===== config.mk =====
export PLATFORM = sky130hd
export DESIGN_NAME = alu_secuenciador
export DESIGN_NICKNAME = d
export VERILOG_FILES = /design/src/rtl/alu_pkg.sv /design/src/rtl/alu_secuenciador.sv
export SDC_FILE = /design/constraint.sdc
export NUM_CORES = 1
export LEC_CHECK = 0
export BUFFER_PORTS_ARGS = -buffer_cell sky130_fd_sc_hd__buf_2
export CORE_MARGIN = 2
export CORE_UTILIZATION = 43
export DETAILED_ROUTE_END_ITERATION = 10
export GPL_TIMING_DRIVEN = 0
export PLACE_DENSITY = 0.74
export SLEW_MARGIN = 30
export SYNTH_ARGS = -nofsm -noshare
export SYNTH_HDL_FRONTEND = slang
export SYNTH_SLANG_ARGS = --single-unit

===== constraint.sdc =====
create_clock -name clk -period 1.36 [get_ports clk]
set_clock_uncertainty 0.15 [all_clocks]
set_input_delay 0.136 -clock clk [delete_from_list [all_inputs] [get_ports clk]]
set_output_delay 0.136 -clock clk [all_outputs]
set_load 0.01 [all_outputs]

===== src/rtl/alu_pkg.sv =====
// Shared definitions for the ALU and its command sequencer.
//   - Opcode encodings understood by the ALU.
//   - Sequencer FSM state encoding.
//   - Helper that flags opcodes outside the supported set.
package alu_pkg;

  localparam logic [2:0] OP_SUMA  = 3'b001;
  localparam logic [2:0] OP_RESTA = 3'b010;
  localparam logic [2:0] OP_AND   = 3'b011;
  localparam logic [2:0] OP_OR    = 3'b100;

  typedef enum logic [2:0] {
    CARGA_A,
    CARGA_B,
    CARGA_OP,
    EJECUTA,
    ENTREGA
  } estado_t;

  function automatic logic op_invalido(input logic [2:0] op);
    return !((op == OP_SUMA) || (op == OP_RESTA) ||
             (op == OP_AND)  || (op == OP_OR));
  endfunction

endpackage


===== src/rtl/alu_secuenciador.sv =====
// Command sequencer placed upstream of the ALU.
// Accepts operand A, operand B and opcode as three words on a valid/ready
// input port, drives the ALU from registers, captures the combinational ALU
// result and offers it on a valid/ready output port.
// Ports:
//   clk, reset                          clock, synchronous active-high reset
//   dato_in/dato_valid/dato_ready       input word stream
//   cancelar                            abort a partially loaded command
//   alu_a/alu_b/alu_op                  registered ALU operands/opcode
//   alu_resultado                       combinational ALU result
//   resultado/resultado_valid/_ready    output result handshake
//   error_op                            captured opcode was unsupported
//   contador_ops                        delivered-result counter (mod 256)
module alu_secuenciador
  import alu_pkg::*;
#(
  parameter int N_BITS = 8
) (
  input  logic              clk,
  input  logic              reset,
  input  logic [N_BITS-1:0] dato_in,
  input  logic              dato_valid,
  output logic              dato_ready,
  input  logic              cancelar,
  output logic [N_BITS-1:0] alu_a,
  output logic [N_BITS-1:0] alu_b,
  output logic [2:0]        alu_op,
  input  logic [N_BITS-1:0] alu_resultado,
  output logic [N_BITS-1:0] resultado,
  output logic              resultado_valid,
  input  logic              resultado_ready,
  output logic              error_op,
  output logic [7:0]        contador_ops
);

  estado_t estado, estado_sig;
  logic    carga_a, carga_b, carga_op, captura, entregado;

  // Only the opcode field of the third word is meaningful.
  logic unused_dato_alto;
  assign unused_dato_alto = ^dato_in[N_BITS-1:3];

  // Handshake outputs depend on state alone.
  assign dato_ready      = (estado == CARGA_A) || (estado == CARGA_B) ||
                           (estado == CARGA_OP);
  assign resultado_valid = (estado == ENTREGA);

  always_comb begin
    estado_sig = estado;
    carga_a    = 1'b0;
    carga_b    = 1'b0;
    carga_op   = 1'b0;
    captura    = 1'b0;
    entregado  = 1'b0;
    case (estado)
      CARGA_A: begin
        if (dato_valid) begin
          carga_a    = 1'b1;
          estado_sig = CARGA_B;
        end
      end
      CARGA_B: begin
        // cancelar wins over a simultaneous transfer
        if (cancelar) begin
          estado_sig = CARGA_A;
        end else if (dato_valid) begin
          carga_b    = 1'b1;
          estado_sig = CARGA_OP;
        end
      end
      CARGA_OP: begin
        if (cancelar) begin
          estado_sig = CARGA_A;
        end else if (dato_valid) begin
          carga_op   = 1'b1;
          estado_sig = EJECUTA;
        end
      end
      EJECUTA: begin
        captura    = 1'b1;
        estado_sig = ENTREGA;
      end
      ENTREGA: begin
        if (resultado_ready) begin
          entregado  = 1'b1;
          estado_sig = CARGA_A;
        end
      end
      default: estado_sig = CARGA_A;
    endcase
  end

  always_ff @(posedge clk) begin
    if (reset) begin
      estado <= CARGA_A;
    end else begin
      estado <= estado_sig;
    end
  end

  always_ff @(posedge clk) begin
    if (reset) begin
      alu_a        <= '0;
      alu_b        <= '0;
      alu_op       <= 3'b000;
      resultado    <= '0;
      error_op     <= 1'b0;
      contador_ops <= 8'd0;
    end else begin
      if (carga_a)  alu_a  <= dato_in;
      if (carga_b)  alu_b  <= dato_in;
      if (carga_op) alu_op <= dato_in[2:0];
      if (captura) begin
        resultado <= alu_resultado;
        error_op  <= op_invalido(alu_op);
      end
      if (entregado) contador_ops <= contador_ops + 8'd1;
    end
  end

endmodule


==> impl_results.md, run 1 <==
* Result of the run: complete, but fails checks
* Violations in the final reports: negative setup slack
* Flip-flop cell with the highest count after synthesis: dfxtp_1
* Pin count of the biggest net entering global routing at 12
* Min Hold Slack at between 0.05 and 0.06 ns
* Syn avg cell area at 8.90 um2
* Combined buffer and inverter count along the critical path at 1
* Half-perimeter wire length after placement at roughly 2.7 mm
* Top-Level Pins at just under 60
* Library cell used as clock root buffer: clkbuf_8
* Count of clock tree sinks at 39
* Total global-route track usage at 21.0%
* Cell family contributing the most delay on the critical path: simple AND/OR/NAND/NOR gates
* Ordered cell list for the critical path: buf_6 > or4b_4 > o21ai_2 > a21oi_1
* Worst setup EP type: flop
* Y dimension of the die at about 65 um
* Area overhead of the layout relative to synthesis at 61.3%
* Number of levels the H-tree was split into at 2
* Endpoints failing hold at 0
* CP max FO at 6
* Count of cell types in the netlist at 30
* Top cells by instance count after synthesis: 39 x dfxtp_1, 28 x a21oi_1, 20 x nand2_1
* Final setup TNS at -2.31 ns
* Post-synth EDFFs at 0
* Detailed-route via count at 1671
* Clock insertion delay at the later pin of the skew report at between 0.2 and 0.3 ns
* Core outline area at ~3600 um2
* Switching power at roughly 0.54 mW
* TritonCTS buffer count at 5
* Post-route minimum period at approximately 1.5 ns
* DR pass1 iterations at 4
* Die ar. at 4250 um2
* Total of flip-flops plus latches after synthesis at 39
* Area share of the largest cell type after synthesis at 48.5%
* P_leak at 1.16 nW
* Residual DRC count at 0
* Internal at roughly 1.6 mW
* Fraction of final layout cells with drive strength greater than 1 at between 40% and 50%
* IO Port Bufs at 57
* Pwr/cell area at approximately 840 nW/um2
* Most frequent cell after synthesis: dfxtp_1
* Data arrival time of the worst path at ~1.5 ns
* Largest buffer count on any clock path at 2
* Share of the cycle needed by the critical path after routing at 110%
* Achievable Freq at 666 MHz
* GR Overflow Total at 0
* Count of final setup violators at 31
* Final worst setup slack at -0.142 ns
* Proportion of register bits with asynchronous set or reset after synthesis at 0%
* Net Count, Synth at slightly above 200
* Antenna violations before repair at 0
* Unrepaired setup endpoints after global routing: yes
* Pin slew with the least headroom to its limit at between 0.7 and 0.8 ns
* CTS tree: yes
* Worst setup SP type: flop
* Slowest-stage cell, CP: or4b_4
* Summed instance area of the synthesized netlist at ~1600 um2
* Clock transition time at the flip-flop clock pins of the worst setup and hold paths at approximately 0.070 ns
* Delay of the slowest critical-path stage at between 0.5 and 0.6 ns
* Post-route ant nets at 0
* First-pass GRT wire length at around 7 mm
* Via density per instance at between 5 and 6
* Max-cap check violation count at 0
* Cells after synthesis at around 180
* Critical path required time at 1.36 ns
* Logic pwr share at between 10% and 20%
* Pins over their slew limit at 0
* Post-route total power at around 2.2 mW
* Warnings, synthesis at 0
* Number of global-route vias before repair at 1569
* Sequential fraction of design power at approximately 54%
* Die span in x at approximately 65 um
* Maximum ir drop on the vdd rail at ~0.00068 V
* Relative slew slack at about 53%
* Top cells by area in the synthesized netlist: dfxtp_1 48%, a21oi_1 8.7%, mux2i_1 5.6%
* Final design instance area without fill at 2600 um2
* Number of nets in the final layout at between 200 and 300
* Hold Path Class: input port to flop
* Total detailed-routing wirelength at approximately 4.7 mm
* Sequential cell area fraction in the yosys report at between 40 and 50%
* Largest area contributor in the netlist: dfxtp_1
* Clock Power Share at approximately 33%
* Total cell area at the placement stage at approximately 2000 um2
* Effective utilization at floorplan at 44.3%
* Number of antenna cells inserted at 0
* WL per Instance at about 15 um
* Net Sw Frac at 24.8%
* CP Class: flop to flop
* Routability-driven placement congestion ratio at around 0.84
* Row Count at 22
* Number of violations reported at the end of detailed-routing iteration 0 at 103
sequential cells by signal, indices dropped and copies added (netlist names):
signal / count
alu_a: 8
alu_b: 8
alu_op: 3
contador_ops: 8
error_op: 1
estado: 3
resultado: 8
through the flow:
step	setup WS (ns)	utilization, %	instances
after global routing	-0.175	71.5	319
after global placement	-0.168	54.2	286
after CTS	-0.148	63.3	312
final	-0.142	71.5	319
after detailed placement	-0.177	54.2	286
after floorplan	-0.0645	-	181
worst reg2reg max path, stage by stage, from the launching register on:
cell and delay (ns):
dfxtp_2 0.34, buf_6 0.13, or4b_4 0.54, o21ai_2 0.14, a21oi_1 0.07
path summary, 6_finish.rpt:
check / to / slack [ns] / start / depth (start not counted)
hold / removal: estado[2] / 0.05 / resultado_ready / 3
setup / recovery: alu_op[0] / -0.14 / estado[0] / 4
hold reg to reg: alu_b[5] / 0.32 / alu_b[5] / 2
setup reg to reg: alu_op[0] / -0.14 / estado[0] / 4
power by group through the flow:
stage | Sequential, mW | Clock (mW) | Combinational (mW)
final | 1.18 | 0.713 | 0.300
after CTS | 1.18 | 0.729 | 0.245
after detailed placement | 1.21 | 0 | 0.190
after floorplan | 1.21 | 0 | 0.0992
after global routing | 1.18 | 0.766 | 0.325
after global placement | 1.20 | 0 | 0.189
per-layer routing:
layer	vias to the layer above	wire length (um)	global-route usage, %	part of all wire (%)
met3	10	277	6.51	5.9
met5	-	0	0	0
met4	0	85	7.81	1.8
met1	775	1970	24.3	42
li1	828	-	-	-
met2	58	2350	36.2	50
cell usage in the layout, fill, tap and decap left out, types with 7 or more instances in the layout:
cell / count
buf_2: 57
a21oi_1: 13
dlygate4sd3_1: 16
dfxtp_1: 30
mux2i_1: 9
nand3_1: 7
nand2_4: 8
buf_6: 8
o21ai_1: 7
nand2_1: 11
nor2_1: 12
a21oi_2: 15
layout make-up:
type	instances	area (um2)
Fill cell	281	1040
Buffer	11	103
Clock buffer	6	72.6
Tap cell	48	60.1
Sequential cell	39	802
Inverter	2	7.51
Multi-Input combinational cell	128	977
Timing Repair Buffer	85	576
cells by family (layout without fill, tap and decap cells):
family	after synthesis	in the layout	synth area share [%]
simple gates	67	68	23.7
flops	39	39	48.5
fa+ha+maj	1	1	0.777
xor+xnor	1	1	0.544
compound gates	49	49	16.1
buf+inv	15	104	4.82
mux	9	9	5.59
repair_timing:
item / 4_1_cts / 5_1_grt
endpoints found under the hold margin: 25 / 0
endpoints found under the setup margin: 37 / 38
hold buffers: 16 / 0
cloned: 1 / 1
pin swaps: 6 / 30
gates resized for setup: 14 / 72
buffers inserted: 4 / 7
(Power assumes the default switching activity.)
==> run 2: changes to the inputs <==
--- a/config.mk
+++ b/config.mk
@@ -6,7 +6,8 @@
 export NUM_CORES = 1
 export LEC_CHECK = 0
 export BUFFER_PORTS_ARGS = -buffer_cell sky130_fd_sc_hd__buf_2
-export CORE_MARGIN = 2
+export CORE_ASPECT_RATIO = 0.8
+export CORE_MARGIN = 3
 export CORE_UTILIZATION = 43
 export DETAILED_ROUTE_END_ITERATION = 10
 export GPL_TIMING_DRIVEN = 0
==> impl_results.md, run 2 (synthesis results as in run 1) <==
* Final design instance area without fill at 2410 um2
* Half-perimeter wire length after placement at between 2 and 3 mm
* Hold path startpoint: resultado_ready
* Unrepaired setup endpoints after global routing: yes
* First-pass GRT wire length at 6.71 mm
* Min Hold Slack at ~0.057 ns
* Clock transition time at the flip-flop clock pins of the worst setup and hold paths at 0.09 ns
* Max-cap check violation count at 0
* Routability-driven placement congestion ratio at 0.828
* Residual DRC count at 0
* Reg-to-Reg End: alu_op[1]
* DR pass1 iterations at 5
* Detailed-route via count at between 1500 and 2000
* P_leak at around 1.1 nW
* Die ar. at 4520 um2
* Flop-to-flop setup slack at -0.13 ns
* Pin count of the biggest net entering global routing at 14
* Final worst setup slack at -0.129 ns
* Data arrival time of the worst path at 1.51 ns
* Pin slew with the least headroom to its limit at approximately 0.47 ns
* Result of the run: complete, but fails checks
* Number of levels the H-tree was split into at 2
* Total detailed-routing wirelength at 4.43 mm
* Fraction of the core area covered by cells at the end of the flow at about two thirds
* Via density per instance at approximately 5.3
* Y dimension of the die at 60.7 um
* GR Overflow Total at 0
* Share of the cycle needed by the critical path after routing at 110%
* Most common library cell in the layout ignoring fill and taps: buf_2
* Critical path required time at 1.38 ns
* Worst setup EP type: flop
* Worst Hold Path Cells at 3
* Fraction of final layout cells with drive strength greater than 1 at 36.7%
* Logic pwr share at a little over a tenth
* CP max FO at 8
* CP Class: flop to flop
* WL per Instance at around 14 um
* Switching power at between 0.5 and 0.6 mW
* Post-route minimum period at ~1.5 ns
* Number of nets in the final layout at 291
* Hold Path Class: input port to flop
* Relative slew slack at between 60% and 70%
* Sequential cell area at 798 um2
* Pwr/cell area at ~990 nW/um2
* Total cell area at the placement stage at between 1500 and 2000 um2
* Row Count at 19
* Endpoints failing hold at 0
* Area overhead of the layout relative to synthesis at 49.5%
* Achievable Freq at roughly 670 MHz
* Number of violations reported at the end of detailed-routing iteration 0 at around 130
* Endpoint of the worst hold-timing path: estado[2]
* Effective utilization at floorplan at 45.8%
* Net Sw Frac at 23.2%
* CTS tree: yes
* Maximum ir drop on the vdd rail at between 0.001 and 0.0015 V
* Violations in the final reports: negative setup slack
* Worst setup SP type: flop
* Pins over their slew limit at 0
* Top-Level Pins at 59
* Count of final setup violators at 26
* TritonCTS buffer count at 5
* Number of global-route vias before repair at roughly 1400
* Total global-route track usage at between 10% and 20%
* Sequential fraction of design power at about half
* Filler cell count at around 290
* Count of clock tree sinks at 39
* Core outline area at 3520 um2
* Antenna violations before repair at 0
* Library cell used as clock root buffer: clkbuf_8
* Die span in x at approximately 74 um
* Largest buffer count on any clock path at 2
* Internal at 1.83 mW
* Area taken by multi-input logic gates at between 800 and 900 um2
* Startpoint of the most critical register-to-register path: estado[0]
* Leading cell types in the layout, fill and taps excluded: 58 x buf_2, 33 x dfxtp_1, 28 x a21oi_1
* IO Port Bufs at 57
* Depth of the worst register-to-register path at 4
* Number of antenna cells inserted at 0
* Clock Power Share at approximately 40%
* Clock insertion delay at the later pin of the skew report at 0.29 ns
* Post-route ant nets at 0
## run 2: cell count changes in the layout (fill, tap and decap cells not counted), sizes merged
cell	before	now
clkinv	0	2
buf	75	71
bufinv	0	1
## run 2: worst max-delay path, cell delays in order, from the launching register on
cell	delay (ns)
dfxtp_2	0.34
buf_6	0.14
or4b_4	0.52
o21ai_1	0.15
a21oi_1	0.07
## run 2: metal layers
metal	routed length, um	up-vias	global-route usage [%]
li1	-	826	-
met1	2010	754	26.7
met2	2100	62	30.2
met3	257	11	4.47
met4	71	0	6.35
met5	0	-	0
## run 2: through the flow
stage	worst slack, ns	TNS, ns	total power, mW	cells
finish	-0.129	-1.60	2.38	312
global route	-0.184	-3.74	2.47	312
CTS	-0.117	-2.17	2.38	311
detailed placement	-0.137	-3.51	1.39	280
global placement	-0.131	-3.37	1.39	280
floorplan	-0.0645	-0.688	1.31	181
## run 2: how the worst max path moves through the flow
stage / from / to / slack, ns
final: estado[0] / alu_op[1] / -0.13
after global routing: estado[0] / alu_op[0] / -0.18
after CTS: estado[2] / alu_a[6] / -0.12
after detailed placement: estado[2] / alu_a[6] / -0.14
after global placement: estado[2] / alu_a[0] / -0.13
after floorplan: estado[2] / alu_a[0] / -0.06
## run 2: timing repair
item                                    4_1_cts  5_1_grt
endpoints found under the hold margin        23        0
cloned                                        2        0
gates resized for setup                      11       28
hold buffers                                 16        0
buffers inserted                              6        2
pin swaps                                     5        6
endpoints found under the setup margin       36       39
## run 2: area by class of cell
class | count | share of cell area (%)
Sequential cell | 39 | 33.2
Multi-Input combinational cell | 128 | 34.1
Clock inverter | 3 | 1.82
Buffer | 11 | 3.59
Clock buffer | 5 | 2.86
Timing Repair Buffer | 82 | 21.9
Tap cell | 42 | 2.18
Inverter | 2 | 0.312
## run 2: power groups by stage
stage | Sequential (mW) | Clock, mW | Combinational (mW)
final | 1.17 | 0.958 | 0.251
after global routing | 1.17 | 1.03 | 0.272
after CTS | 1.18 | 0.969 | 0.237
after detailed placement | 1.20 | 0 | 0.190
after global placement | 1.20 | 0 | 0.189
after floorplan | 1.21 | 0 | 0.0992
==> run 3: changes to the inputs <==
--- a/config.mk
+++ b/config.mk
@@ -8,10 +8,10 @@
 export BUFFER_PORTS_ARGS = -buffer_cell sky130_fd_sc_hd__buf_2
 export CORE_ASPECT_RATIO = 0.8
 export CORE_MARGIN = 3
-export CORE_UTILIZATION = 43
+export CORE_UTILIZATION = 40
 export DETAILED_ROUTE_END_ITERATION = 10
 export GPL_TIMING_DRIVEN = 0
-export PLACE_DENSITY = 0.74
+export PLACE_DENSITY = 0.69
 export SLEW_MARGIN = 30
 export SYNTH_ARGS = -nofsm -noshare
 export SYNTH_HDL_FRONTEND = slang
==> impl_results.md, run 3 (synthesis results as in run 1) <==
* Result of the run: complete, but fails checks
* Violations in the final reports: negative setup slack
* DR pass1 iterations at 4
* Achievable Freq at roughly 660 MHz
* Top-Level Pins at 59
* TritonCTS buffer count at 5
* IO Port Bufs at 57
* Clock insertion delay at the later pin of the skew report at 0.29 ns
* Total global-route track usage at approximately a fifth
* Number of violations reported at the end of detailed-routing iteration 0 at 109
* First-pass GRT wire length at 7.84 mm
* Die span in x at slightly below 80 um
* Most common library cell in the layout ignoring fill and taps: buf_2
* Share of the cycle needed by the critical path after routing at 111%
* CTS tree: yes
* Worst setup EP type: flop
* Row Count at 19
* Routability-driven placement congestion ratio at about 0.83
* Area overhead of the layout relative to synthesis at 59.3%
* Die ar. at between 4000 and 5000 um2
* WL per Instance at 15.0 um
* CP max FO at 5
* Worst setup SP type: flop
* Final cell count without fillers at 329
* Number of nets in the final layout at around 300
* Clock transition time at the flip-flop clock pins of the worst setup and hold paths at roughly 0.070 ns
* GR Overflow Total at 0
* Cell count along the critical path at 4
* Critical path required time at 1.35 ns
* P_leak at about 1.1 nW
* Total detailed-routing wirelength at slightly below 5 mm
* Cells after DPL at 290
* Maximum ir drop on the vdd rail at around 0.00080 V
* Depth of the worst register-to-register path at 4
* Effective utilization at floorplan at between 40% and 50%
* Final worst setup slack at -0.147 ns
* Hold Path Class: input port to flop
* Delay of the slowest critical-path stage at roughly 0.54 ns
* Pin count of the biggest net entering global routing at 13
* Half-perimeter wire length after placement at roughly 2.9 mm
* Leading cell types in the layout, fill and taps excluded: 58 x buf_2, 30 x dfxtp_1, 20 x a21oi_1
* Worst Hold Path Cells at 4
* Number of antenna cells inserted at 0
* Pins over their slew limit at 0
* Worst setup slack before clock tree synthesis at -0.182 ns
* Max-cap check violation count at 0
* Number of levels the H-tree was split into at 2
* Count of final setup violators at 26
* Post-route ant nets at 0
* Detailed-route via count at ~1700
* Post-route minimum period at between 1.5 and 2 ns
* Data arrival time of the worst path at 1.50 ns
* Flop-to-flop setup slack at -0.15 ns
* Pin slew with the least headroom to its limit at between 0.6 and 0.7 ns
* CP Class: flop to flop
* Endpoints failing hold at 0
* Y dimension of the die at approximately 63 um
* Antenna violations before repair at 0
* Slowest-stage cell, CP: or4b_4
* Combined buffer and inverter count along the critical path at 1
* Unrepaired setup endpoints after global routing: yes
* Relative slew slack at 57.0%
* Via density per instance at between 5 and 6
* Count of clock tree sinks at 39
* Final setup TNS at -1.70 ns
* Residual DRC count at 0
* Library cell used as clock root buffer: clkbuf_8
* Fraction of final layout cells with drive strength greater than 1 at 45.5%
* Largest buffer count on any clock path at 2
* Pwr/cell area at 899 nW/um2
* Post-route total power at 2.31 mW
* Number of global-route vias before repair at approximately 1600
* Ordered cell list for the critical path: buf_6 > or4b_4 > o21ai_2 > a21oi_1
* Core outline area at about 3600 um2
* Cell family contributing the most delay on the critical path: simple AND/OR/NAND/NOR gates
[run 3: changes by cell type in the layout (fill, tap and decap cells not counted), sizes merged]
cell and change:
bufinv -1, clkinv -2, clkbuf +1, buf +7, dlygate4sd3 +1, clkinvlp +2
inv -1
[run 3: metrics by stage]
step           hold WS, ns  utilization, %  cell area, um2
2_1_floorplan        0.122               -            1630
3_3_place_gp         0.217            54.3            1980
3_5_place_dp         0.223            54.3            1980
4_1_cts             0.0694            66.1            2400
5_1_grt              0.103            70.5            2560
6_report             0.113            70.5            2560
[run 3: path summary, 6_finish.rpt]
kind                                 from         to
worst max-delay path            estado[2]  alu_op[0]
worst min-delay path             cancelar  alu_op[0]
worst max register to register  estado[2]  alu_op[0]
worst min register to register   alu_a[7]   alu_a[7]
[run 3: what timing repair did]
item / in CTS / in global routing
hold endpoints to repair: 25 / 0
resized for setup: 26 / 44
cloned: 3 / 2
setup buffers: 7 / 4
endpoints found under the setup margin: 37 / 38
hold buffers: 17 / 0
pin swaps: 11 / 24
[run 3: metal layers]
layer | vias to the layer above | track usage [%] | part of all wire, %
met5 | - | 0 | 0
met4 | 0 | 7.01 | 2.4
met3 | 14 | 5.33 | 5.4
met2 | 57 | 32.5 | 48
met1 | 799 | 26.6 | 45
li1 | 834 | - | -
[run 3: final cells by class]
class                           instances  area (um2)
Fill cell                             282        1070
Multi-Input combinational cell        128         895
Sequential cell                        39         802
Timing Repair Buffer                   89         592
Clock buffer                            7        96.3
Buffer                                 11        96.3
Tap cell                               52        65.1
Inverter                                2        11.3
Clock inverter                          1        7.51
[run 3: power by group]
part | switching [mW] | internal (mW)
Clock | 0.395 | 0.461
Sequential | 0.0130 | 1.16
Combinational | 0.144 | 0.134
Total | 0.551 | 1.75
[run 3: worst min-delay path, cell delays in order]
cell	delay (ns)
buf_2	0.15
nor2_2	0.06
nand4_1	0.09
a21oi_1	0.07
